==> src/rtl/game_pkg.sv <==
// Shared definitions for the game player and the game core it drives.
//   state_t     : player FSM states
//   MV_*        : move codes driven on controlValue
//   WHO_*       : match winner codes reported by the core's round counter
package game_pkg;

    typedef enum logic [1:0] {
        ST_IDLE = 2'd0,
        ST_LOAD = 2'd1,
        ST_PLAY = 2'd2,
        ST_DONE = 2'd3
    } state_t;

    localparam logic [1:0] MV_UP1 = 2'b00;
    localparam logic [1:0] MV_UP2 = 2'b01;
    localparam logic [1:0] MV_DN1 = 2'b10;
    localparam logic [1:0] MV_DN2 = 2'b11;

    localparam logic [1:0] WHO_NONE    = 2'b00;
    localparam logic [1:0] WHO_PLAYER1 = 2'b01;
    localparam logic [1:0] WHO_PLAYER2 = 2'b10;
    localparam logic [1:0] WHO_DRAW    = 2'b11;

endpackage

==> src/rtl/game_player_sat_score_counter.sv <==
// Saturating round counter used for the win and loss tallies.
//   clk, rst_n : clock, async active-low reset
//   clear      : synchronous clear (has priority over inc)
//   inc        : add one, stops at TARGET
//   count      : current tally
module sat_score_counter #(
    parameter  int TARGET = 15,
    localparam int SW     = $clog2(TARGET + 1)
) (
    input  logic          clk,
    input  logic          rst_n,
    input  logic          clear,
    input  logic          inc,
    output logic [SW-1:0] count
);

    logic [SW-1:0] count_q;
    logic [SW-1:0] count_d;

    always_comb begin
        count_d = count_q;
        if (clear) begin
            count_d = '0;
        end else if (inc && (count_q != SW'(TARGET))) begin
            count_d = count_q + SW'(1);
        end
    end

    always_ff @(posedge clk or negedge rst_n) begin
        if (!rst_n) begin
            count_q <= '0;
        end else begin
            count_q <= count_d;
        end
    end

    assign count = count_q;

endmodule

==> src/rtl/game_player.sv <==
// Player-side driver for the game core: accepts moves over valid/ready,
// pulses INIT to (re)load the core each round, keeps win/loss tallies and
// reports the match winner once the core signals game over.
//   clk, rst              : clock, async active-low reset
//   start, seed           : begin a match with this per-round start value
//   mv_valid/mv_code/mv_ready : upstream move handshake
//   controlValue, initialValue, INIT : to core
//   WINNER, LOSER, GAMEOVER, WHO     : from core
//   round_done, score_w, score_l, match_over, match_who : status
//   ack                   : leave DONE
//
// state | meaning
// IDLE  | waiting for start
// LOAD  | INIT pulse to the core
// PLAY  | accepting moves, watching for round end
// DONE  | match finished, result held until ack
module game_player
    import game_pkg::*;
#(
    parameter  int mmcINPUT = 4,
    parameter  int TARGET   = 15,
    localparam int SW       = $clog2(TARGET + 1)
) (
    input  logic                clk,
    input  logic                rst,
    input  logic                start,
    input  logic [mmcINPUT-1:0] seed,
    input  logic                mv_valid,
    input  logic [1:0]          mv_code,
    output logic                mv_ready,
    output logic [1:0]          controlValue,
    output logic [mmcINPUT-1:0] initialValue,
    output logic                INIT,
    input  logic                WINNER,
    input  logic                LOSER,
    input  logic                GAMEOVER,
    input  logic [1:0]          WHO,
    output logic                round_done,
    output logic [SW-1:0]       score_w,
    output logic [SW-1:0]       score_l,
    output logic                match_over,
    output logic [1:0]          match_who,
    input  logic                ack
);

    state_t                state_q, state_d;
    logic [1:0]            cv_q, cv_d;
    logic [mmcINPUT-1:0]   iv_q, iv_d;
    logic                  init_q, init_d;
    logic                  round_done_q, round_done_d;
    logic                  match_over_q, match_over_d;
    logic [1:0]            who_q, who_d;
    logic                  score_clr;
    logic                  inc_w;
    logic                  inc_l;
    logic                  round_end;

    always_comb begin
        state_d      = state_q;
        cv_d         = cv_q;
        iv_d         = iv_q;
        who_d        = who_q;
        round_done_d = 1'b0;
        score_clr    = 1'b0;
        inc_w        = 1'b0;
        inc_l        = 1'b0;
        round_end    = 1'b0;

        case (state_q)
            ST_IDLE: begin
                if (start) begin
                    iv_d      = seed;
                    cv_d      = MV_UP1;
                    who_d     = WHO_NONE;
                    score_clr = 1'b1;
                    state_d   = ST_LOAD;
                end
            end
            ST_LOAD: begin
                state_d = ST_PLAY;
            end
            ST_PLAY: begin
                // a move arriving in the same cycle as a round end still lands
                if (mv_valid) begin
                    cv_d = mv_code;
                end
                // simultaneous WINNER and LOSER counts as a win only
                inc_w        = WINNER;
                inc_l        = LOSER && !WINNER;
                round_end    = WINNER || LOSER;
                round_done_d = round_end;
                if (GAMEOVER) begin
                    who_d   = WHO;
                    state_d = ST_DONE;
                end else if (round_end) begin
                    state_d = ST_LOAD;
                end
            end
            ST_DONE: begin
                if (ack) begin
                    state_d = ST_IDLE;
                end
            end
            default: begin
                state_d = ST_IDLE;
            end
        endcase

        // registered outputs follow the state being entered
        init_d       = (state_d == ST_LOAD);
        match_over_d = (state_d == ST_DONE);
    end

    always_ff @(posedge clk or negedge rst) begin
        if (!rst) begin
            state_q      <= ST_IDLE;
            cv_q         <= '0;
            iv_q         <= '0;
            init_q       <= 1'b0;
            round_done_q <= 1'b0;
            match_over_q <= 1'b0;
            who_q        <= '0;
        end else begin
            state_q      <= state_d;
            cv_q         <= cv_d;
            iv_q         <= iv_d;
            init_q       <= init_d;
            round_done_q <= round_done_d;
            match_over_q <= match_over_d;
            who_q        <= who_d;
        end
    end

    sat_score_counter #(.TARGET(TARGET)) u_score_w (
        .clk   (clk),
        .rst_n (rst),
        .clear (score_clr),
        .inc   (inc_w),
        .count (score_w)
    );

    sat_score_counter #(.TARGET(TARGET)) u_score_l (
        .clk   (clk),
        .rst_n (rst),
        .clear (score_clr),
        .inc   (inc_l),
        .count (score_l)
    );

    assign mv_ready     = (state_q == ST_PLAY);
    assign controlValue = cv_q;
    assign initialValue = iv_q;
    assign INIT         = init_q;
    assign round_done   = round_done_q;
    assign match_over   = match_over_q;
    assign match_who    = who_q;

endmodule
==> config.mk <==
export PLATFORM = sky130hd
export DESIGN_NAME = game_player
export DESIGN_NICKNAME = d
export VERILOG_FILES = /design/src/rtl/game_pkg.sv /design/src/rtl/game_player_sat_score_counter.sv /design/src/rtl/game_player.sv
export SDC_FILE = /design/constraint.sdc
export NUM_CORES = 1
export LEC_CHECK = 0
export CORE_UTILIZATION = 48
export DETAILED_ROUTE_END_ITERATION = 8
export PLACE_DENSITY = 0.79
export RECOVER_POWER = 50
export SLEW_MARGIN = 20
export SYNTH_ARGS = -nofsm -noshare
export SYNTH_HDL_FRONTEND = slang
export SYNTH_HIERARCHICAL = 1
export SYNTH_SLANG_ARGS = --single-unit
==> constraint.sdc <==
create_clock -name clk -period 5 [get_ports clk]
set_input_delay 1 -clock clk [delete_from_list [all_inputs] [get_ports clk]]
set_output_delay 1 -clock clk [all_outputs]
set_load 0.005 [all_outputs]
==> results.toml <==
[run_status]
outcome = "finished with violations"
violations = "max-capacitance violations, max-slew violations"

[timing]
finalSetupViolCount = 0
max_slew_margin_pct = -16.6
tns_ns = 0
tightest_slew_ns = 1.75
min_period_ns = 3.19
fmax_mhz = 313
holdWs_ns = 0.525
hold_violations = 0
clock_skew_ns = 0.00634
timing.final.max_slew_violations = 18
timing.final.crit_share_pct = 63.9
rsz0062_at_grt = "no"

[clock_network]
holdBufCountCts = 0
cts_made_buffers = 3
htreeDepth = 1
clkLatencyLatePin_ns = 0.30
cts_tree = "built"
cts_setup_buffers = 0
cts-root-buf = "clkbuf_4"
ctsResizeCount = 0
path_clk_slew_ns = 0.11
cts_buffer_depth = 2
clock_sinks = 21

[global_routing]
gr-total-overflow = 0
antenna_found_initial = 0
grt_pass1_wl_um = 3590
track_usage_pct = 19.2
first_global_vias = 832
grt_max_degree = 22

[worst_setup_path]
cp.arrival_ns = 3.40
crit_cells = 4
cp.required_ns = 5.20
crit_slowest_cell = "nor3b_1"
r2r_end = "u_score_l/count[0]"
critPathLaunch = "start"
crit_family = "simple AND/OR/NAND/NOR gates"
endpoint_kind = "flop"
cpPeakStageDelay_ns = 1.37
path_class = "input port to flop"
r2r_start = "state_q[1]"
worstRegToRegCells = 3
critPathBufInv = 1
crit_chain = "dlygate4sd3_1, nor3b_1, nor2_1, mux2_4"
rrSetupSlack_ns = 2.47
worstSetupStartpointType = "input port"
path_max_fanout = 17
crit_end = "u_score_l/count[0]"

[finish]
multi_input_comb_area_um2 = 508
num_antenna_cells = 0
final_cell_area_mm2 = 0.00147
seqCellArea_um2 = 526
area_growth_pct = 35.8
final_nets = 151
final_layout_size_suffix_gt1_share_pct = 12.1
fillers = 159

[yosys]
synth_ff_type = "dfrtp_1"
synth_area_leader_cell = "dfrtp_1"
yosys_warnings = 6
syn_avg_cell_area_um2 = 11.4
synth_edf_count = 0
yosysMostFrequentCell = "dfrtp_1"
syn_inst = 95
async_flop_share_pct = 100
synth_top_cell_area_share_pct = 48.7
ys_ff_latch = 21
yosysSeqAreaShare_pct = 48.7
ys_types = 34
synth_area_leaders = "dfrtp_1 (49%), mux2_2 (4.2%), nand2b_1 (4.1%)"
yosys-top-cells-count = "dfrtp_1 (21), nand2b_1 (7), inv_1 (6)"
syn_area_mm2 = 0.00108
syn-num-nets = 113

[floorplanning]
die_x_um = 49.4
ios = 36
die_h_um = 49.4
start_util_pct = 52.9
dieArea_mm2 = 0.00244
core_mm2 = 0.00204
fp-row-count = 16

[drt]
wl_met3_um = 117
dr.pass1.iters = 4
topRoutingLayerUsed = "met4"
wl_per_cell_um = 13.1
met2RoutedLength_um = 999
avgViaCountPerCell = 5.36
drt_iter0_markers = 12
routed_wl_um = 2080
wl_met1_um = 951
ant_nets = 0
drc = 0
dr_total_vias = 853

[pwr]
p_leak_nw = 0.626
vdd_drop_max_mv = 0.325
powerDensity_mw_per_mm2 = 483

[placement]
globalplace.congestion = 0.775
io_buffers = 35
dpl.hpwl_um = 1510
placed_area_mm2 = 0.00145

[flow_run]
maxCapViolCount = 1

[min_path]
hold_class = "flop to flop"
-- how the worst min path moves through the flow --
stage | start | to | depth (start not counted)
global route | initialValue[3] | initialValue[3] | 1
finish | initialValue[1] | initialValue[1] | 1
global placement | initialValue[3] | initialValue[3] | 1
detailed placement | initialValue[1] | initialValue[1] | 1
CTS | initialValue[1] | initialValue[1] | 1
floorplan | initialValue[0] | initialValue[0] | 1
-- worst reg2reg max path: stages (launching register included) --
cell	delay [ns]
dfrtp_1	0.55
nor3b_1	1.43
nor2_1	0.14
mux2_4	0.32
-- flip-flops by register name (all words and copies together), names as in the netlist --
register / count
state_q: 2
u_score_w/count: 4
match_over: 1
controlValue: 2
u_score_l/count: 4
match_who: 2
initialValue: 4
round_done: 1
INIT: 1
-- cell usage in the layout (no fill, tap or decap), types with 2 or more instances in the layout --
cell type        synthesis  layout
dfrtp_1                 21      21
o21ai_0                  2       2
nor3_1                   2       2
inv_1                    6       6
a21oi_1                  4       4
nor2b_4                  2       2
nand2_1                  4       4
mux2_4                   2       2
nand4_1                  2       2
nand2b_1                 7       7
and4b_2                  2       2
clkdlybuf4s50_1          0      31
ha_1                     2       2
or2_0                    2       2
dlygate4sd3_1            0       4
nand3b_1                 4       4
nor2_1                   4       4
nor2b_1                  2       2
o221ai_1                 4       4
mux2i_1                  2       2
and3_4                   2       2
clkbuf_4                 0       3
nor3b_1                  1       2
a21boi_0                 2       2
mux2_2                   4       4
-- cell type report --
cell class	instances	share of cell area, %
clock buffers	4	1.79
flip-flops and latches	21	35.8
well taps	27	2.30
multi-input cells	66	34.6
inverters	6	1.54
repair buffers	35	23.9
-- power by group --
group	total, mW	internal, mW	switching, mW
Sequential	0.302	0.236	0.0660
Combinational	0.326	0.213	0.113
Clock	0.0805	0.0311	0.0494
-- cell families after synthesis --
group / Yosys count / share of synthesized area [%]
simple gates: 40 / 26.2
flops: 21 / 48.7
compound gates: 16 / 10.8
buf+inv: 8 / 3.24
mux: 8 / 8.81
fa+ha+maj: 2 / 2.32
-- routing by layer --
layer,vias up,track usage (%)
met2,26,30.1
met4,0,5.71
met1,411,25.6
li1,414,-
met3,2,5.61
met5,-,0
-- per-stage QoR --
stage          setup slack, ns  cells  utilization [%]  total power [mW]
4_1_cts                   2.25    159             72.4             0.726
3_3_place_gp              2.38    155             71.1             0.630
6_report                  1.81    159             71.8             0.709
5_1_grt                   1.65    159             71.8             0.762
2_1_floorplan             3.05     95                -             0.475
3_5_place_dp              2.37    155             71.1             0.643
Note: power is estimated with default switching activity, not from simulation.
